$ cat src/rtl/aespim_enc_sequencer.sv
// Command initiator for aespim_accelerator: expands one 128-bit plaintext request into
// the LD/ENCI/ENCM/ENCF/ST op stream and collects the 128-bit ciphertext.
module aespim_enc_sequencer #(
    parameter int unsigned NR         = 10,
    parameter int unsigned ST_LATENCY = 1
) (
    input  logic         clk_i,
    input  logic         rst_ni,
    input  logic         req_valid_i,
    output logic         req_ready_o,
    input  logic [127:0] pt_i,
    output logic         rsp_valid_o,
    input  logic         rsp_ready_i,
    output logic [127:0] ct_o,
    output logic [3:0]   rk_idx_o,
    output logic [1:0]   rk_word_o,
    input  logic [31:0]  rk_data_i,
    output logic         acc_start_o,
    output logic [4:0]   acc_op_code_o,
    output logic [31:0]  acc_data_o,
    input  logic [31:0]  acc_data_i,
    output logic         busy_o
);

    localparam logic [2:0] S_IDLE  = 3'd0;
    localparam logic [2:0] S_LOAD  = 3'd1;
    localparam logic [2:0] S_ENCI  = 3'd2;
    localparam logic [2:0] S_ENCM  = 3'd3;
    localparam logic [2:0] S_ENCF  = 3'd4;
    localparam logic [2:0] S_STORE = 3'd5;
    localparam logic [2:0] S_DRAIN = 3'd6;
    localparam logic [2:0] S_RESP  = 3'd7;

    localparam logic [4:0] OP_LD   = 5'b00000;
    localparam logic [4:0] OP_ST   = 5'b00001;
    localparam logic [4:0] OP_ENCF = 5'b00110;

    localparam logic [3:0] RK_LAST = 4'(NR);
    localparam logic [3:0] R_LAST  = 4'(NR - 1);

    logic [2:0]   state_q, state_d;
    logic [1:0]   w_q, w_d;
    logic [3:0]   r_q, r_d;
    logic [127:0] pt_q, pt_d;
    logic [127:0] ct_q, ct_d;

    // Capture pipeline: one slot per cycle of ST latency, tagged with the word index.
    logic [ST_LATENCY-1:0]      cap_vld_q;
    logic [ST_LATENCY-1:0][1:0] cap_idx_q;
    logic                       cap_hit;
    logic [1:0]                 cap_idx;

    assign cap_hit = cap_vld_q[ST_LATENCY-1];
    assign cap_idx = cap_idx_q[ST_LATENCY-1];

    always_comb begin
        state_d = state_q;
        w_d     = w_q;
        r_d     = r_q;
        pt_d    = pt_q;
        case (state_q)
            S_IDLE: begin
                if (req_valid_i) begin
                    pt_d    = pt_i;
                    w_d     = '0;
                    r_d     = '0;
                    state_d = S_LOAD;
                end
            end
            S_LOAD: begin
                w_d = w_q + 2'd1;
                if (w_q == 2'd3) state_d = S_ENCI;
            end
            S_ENCI: begin
                w_d = w_q + 2'd1;
                if (w_q == 2'd3) begin
                    r_d     = 4'd1;
                    state_d = S_ENCM;
                end
            end
            S_ENCM: begin
                w_d = w_q + 2'd1;
                if (w_q == 2'd3) begin
                    if (r_q == R_LAST) state_d = S_ENCF;
                    else               r_d     = r_q + 4'd1;
                end
            end
            S_ENCF: begin
                w_d = w_q + 2'd1;
                if (w_q == 2'd3) state_d = S_STORE;
            end
            S_STORE: begin
                w_d = w_q + 2'd1;
                if (w_q == 2'd3) state_d = S_DRAIN;
            end
            S_DRAIN: begin
                if (cap_hit && cap_idx == 2'd3) state_d = S_RESP;
            end
            S_RESP: begin
                if (rsp_ready_i) state_d = S_IDLE;
            end
            default: state_d = S_IDLE;
        endcase
    end

    always_comb begin
        acc_start_o   = 1'b0;
        acc_op_code_o = '0;
        acc_data_o    = '0;
        rk_idx_o      = '0;
        rk_word_o     = '0;
        case (state_q)
            S_LOAD: begin
                acc_start_o   = 1'b1;
                acc_op_code_o = OP_LD;
                acc_data_o    = pt_q[{~w_q, 5'b0} +: 32];
            end
            S_ENCI: begin
                acc_start_o   = 1'b1;
                acc_op_code_o = {w_q, 3'b100};
                rk_word_o     = w_q;
                acc_data_o    = rk_data_i;
            end
            S_ENCM: begin
                acc_start_o   = 1'b1;
                acc_op_code_o = {w_q, 3'b101};
                rk_idx_o      = r_q;
                rk_word_o     = w_q;
                acc_data_o    = rk_data_i;
            end
            S_ENCF: begin
                acc_start_o   = 1'b1;
                acc_op_code_o = OP_ENCF;
                rk_idx_o      = RK_LAST;
                rk_word_o     = w_q;
                acc_data_o    = rk_data_i;
            end
            S_STORE: begin
                acc_start_o   = 1'b1;
                acc_op_code_o = OP_ST;
            end
            default: ;
        endcase
    end

    always_comb begin
        ct_d = ct_q;
        if (cap_hit) ct_d[{~cap_idx, 5'b0} +: 32] = acc_data_i;
    end

    always_ff @(posedge clk_i or negedge rst_ni) begin
        if (!rst_ni) begin
            state_q <= S_IDLE;
            w_q     <= '0;
            r_q     <= '0;
            pt_q    <= '0;
            ct_q    <= '0;
        end else begin
            state_q <= state_d;
            w_q     <= w_d;
            r_q     <= r_d;
            pt_q    <= pt_d;
            ct_q    <= ct_d;
        end
    end

    always_ff @(posedge clk_i or negedge rst_ni) begin
        if (!rst_ni) begin
            cap_vld_q <= '0;
            cap_idx_q <= '0;
        end else begin
            cap_vld_q[0] <= (state_q == S_STORE);
            cap_idx_q[0] <= w_q;
            for (int unsigned i = 1; i < ST_LATENCY; i++) begin
                cap_vld_q[i] <= cap_vld_q[i-1];
                cap_idx_q[i] <= cap_idx_q[i-1];
            end
        end
    end

    assign req_ready_o = (state_q == S_IDLE);
    assign rsp_valid_o = (state_q == S_RESP);
    assign busy_o      = (state_q != S_IDLE);
    assign ct_o        = ct_q;

endmodule

$ cat config.mk
export PLATFORM = sky130hd
export DESIGN_NAME = aespim_enc_sequencer
export DESIGN_NICKNAME = d
export VERILOG_FILES = /design/src/rtl/aespim_enc_sequencer.sv
export SDC_FILE = /design/constraint.sdc
export NUM_CORES = 1
export LEC_CHECK = 0
export CORE_MARGIN = 8
export CORE_UTILIZATION = 50
export CTS_CLUSTER_SIZE = 40
export DETAILED_ROUTE_END_ITERATION = 16
export PLACE_DENSITY = 0.95
export SYNTH_ARGS = -nofsm -noshare
export SYNTH_HDL_FRONTEND = slang
export SYNTH_SLANG_ARGS = --single-unit
$ cat constraint.sdc
create_clock -name clk_i -period 5.95 [get_ports clk_i]
set_input_delay 0.8925 -clock clk_i [delete_from_list [all_inputs] [get_ports clk_i]]
set_output_delay 0.8925 -clock clk_i [all_outputs]
set_load 0.005 [all_outputs]
==> impl_metrics.yaml <==
status:
  status: "finished, final reports clean"
sta:
  finalHoldViolations: 0
  drv_slew: 0
  hold_ws_ns: 0.388
  setup_viol: 0
  rsz0062_at_grt: "false"
  post-route-period-util_pct: 72.0
  setup_slack_ns: 1.66
  skew_ns: 0.0103
  finalSetupTns_ns: 0
  post-route-min-period_ns: 4.29
  maxSlewHeadroom_pct: 16.2
  clock.fmax_ghz: 0.233
  tightestPinTransition_ns: 1.25
detailed_routing:
  routedWlPerCell_um: 26.7
  dr.pass1.iters: 5
  routed-wl-met3_um: 4640
  drt_iter0_markers: 791
  num_vias: 8454
  ant_nets: 0
  drc: 0
  vias_per_cell: 6.03
  wl_met1_um: 13400
  route.met2.wl_um: 18200
  top_layer_used: "met5"
  drt_wl_total_um: 37500
power:
  power_leakage_nw: 7.49
  worst_ir_drop_vdd_mv: 0.227
  power_density_mw_per_mm2: 247
  power.total_w: 0.00398
yosys:
  synthesis.nets: 952
  synth_seq_cells: 268
  avgSynthCellArea_um2: 15.0
  yosysWarnings: 0
  netlist_instances: 744
  synth_area_mm2: 0.0112
  yosysSeqAreaShare_pct: 60.0
  synth.distinct_cells: 40
clocking:
  clk_pin_slew_ns: 0.06
  hold_buffers: 0
  clock-sinks: 268
  cts_root_buf: "clkbuf_16"
  cts-resized-gates: 0
  post_cts_buffers: 0
  cts.path.max_buffers: 3
  cts_max_level: 1
  clk_latency_ns: 0.53
  cts_made_buffers: 28
  cts_tree: "built"
finish:
  drive_gt1_share_pct: 20.4
  syn_to_final_growth_pct: 44.0
  nNetsFinal: 1307
die:
  die_w_um: 166
  initial_core_util_pct: 51.1
  core_area_mm2: 0.0219
  design.die.area_mm2: 0.0274
  core.rowCount: 54
  chipHeight_um: 166
  ios: 371
global_routing:
  grt_max_degree: 151
  grt_pass1_wl_um: 56200
  first_global_vias: 9195
  track_usage_pct: 26.7
  overflow: 0
  antenna_found_initial: 4
placement:
  dp_slack_ns: 2.24
  io_buffers: 370
  hpwlAfterDp_um: 26000
  gp_congestion: 0.882
worst_setup_path:
  path_cells: "inv_1 -> ha_1 -> nor3_1 -> a21oi_4 -> a22o_1 -> clkdlybuf4s50_1"
  cp-startpoint: "state_q[0]$_DFFE_PN0P_"
  end_kind: "output port"
  worstPathArrival_ns: 3.39
  start_kind: "flip-flop"
  r2r_start: "state_q[0]$_DFFE_PN0P_"
  critPathSlowestCell: "a21oi_4"
  cp_max_fo: 38
  crit_type: "flip-flop to output port"
  slowest_delay_ns: 0.94
  crit_required_ns: 5.06
flow_run:
  max-cap-violations: 0
worst_hold_path:
  hp-class: "primary input to asynchronous set/reset pin"
==> layer usage <==
metal,global-route usage (%),up-vias
met5,0,-
met4,9.09,4
met3,9.84,87
met2,44.3,549
met1,31.5,4270
li1,-,3544
==> worst max-delay path: cells and delay by family (launching register included) <==
family / cells / cell delay [ns]
compound gates: 2 / 1.29
buf+inv: 2 / 0.67
flops: 1 / 0.41
fa+ha+maj: 1 / 0.33
simple gates: 1 / 0.14
==> stage by stage <==
step	instances	utilization [%]	cell area (um2)
final	1401	73.6	16100
after global routing	1401	73.6	16100
after CTS	1399	73.6	16100
after detailed placement	1349	69.1	15100
after global placement	1349	69.1	15100
after floorplan	744	-	11200
==> Yosys cell counts, drive strengths merged <==
library cell    n  area share, %
a21o            1          0.067
a21oi           4           0.18
a22o          160             13
a32o            1          0.089
a41o            1          0.089
and2            6           0.36
and2b           1          0.067
and3            1          0.056
and4            2           0.16
and4b           1          0.089
buf            32            1.5
clkbuf         27           0.91
dfrtp         268             60
ha             12            1.3
inv            12           0.40
mux2          129             13
mux2i           2           0.18
mux4           32            6.4
nand2           9           0.30
nand2b          5           0.28
nand3           3           0.13
nor2           10           0.34
nor2b           3           0.17
nor3            5           0.22
o2111ai         1          0.078
o21ai           3           0.13
o22a            1          0.078
o22ai           3           0.17
o31a            2           0.16
o41a            1           0.11
or2             1          0.056
or2b            1          0.078
or3             2           0.11
or4             2           0.17
==> cell families after synthesis <==
kind of cell / after synthesis / synth area share [%]
simple gates: 52 / 2.58
buf+inv: 71 / 2.80
flops: 268 / 60.0
compound gates: 178 / 13.7
fa+ha+maj: 12 / 1.34
mux: 163 / 19.6
==> state kept, by name (all words and copies together) (netlist names) <==
register  count
state_q       3
ct_o        128
w_q           2
cap_idx       2
cap_hit       1
pt_q        128
r_q           4
==> power by group <==
group	switching [W]	leakage (nW)	internal, W
clock	0.000717	0.482	0.00113
sequential	0.0000162	3.57	0.00185
combinational	0.0000946	3.44	0.000175
total	0.000828	7.49	0.00315
==> final timing paths <==
path	end	slack, ns	cells after the start
setup / recovery	acc_data_o[13]	1.66	6
max in group asynchronous	w_q[0]$_DFFE_PN0P_	4.08	2
hold reg to reg	pt_q[49]$_DFFE_PN0P_	0.49	1
setup reg to reg	pt_q[23]$_DFFE_PN0P_	3.16	6
hold / removal	pt_q[40]$_DFFE_PN0P_	0.39	1
min in group clk_i	pt_q[49]$_DFFE_PN0P_	0.49	1
==> cell usage in the layout, fill, tap and decap left out, types with 3 or more instances in the layout <==
cell type        instances
mux2_1                   4
mux4_2                  32
and2_1                   5
clkbuf_16               29
a21oi_1                  3
a22o_1                 160
bufinv_16                4
dfrtp_1                267
nand3_1                  3
nand2_1                  8
clkdlybuf4s50_1        369
clkinv_2                 5
ha_1                    12
mux2_2                 124
clkbuf_1                 4
inv_1                   12
buf_4                   13
nor3_1                   4
clkbuf_8                 6
o22ai_1                  3
nand2b_1                 5
nor2_1                  10
==> area by class of cell <==
type | instances | area, um2
clock buffer | 39 | 823
antenna | 2 | 5.00
multi-input combinational | 405 | 4190
tap | 280 | 350
clock inverter | 11 | 160
fill | 1281 | 5780
inverter | 12 | 45.0
timing repair buffer | 384 | 3830
sequential | 268 | 6710
No activity file was read; power rests on OpenSTA's default activity.
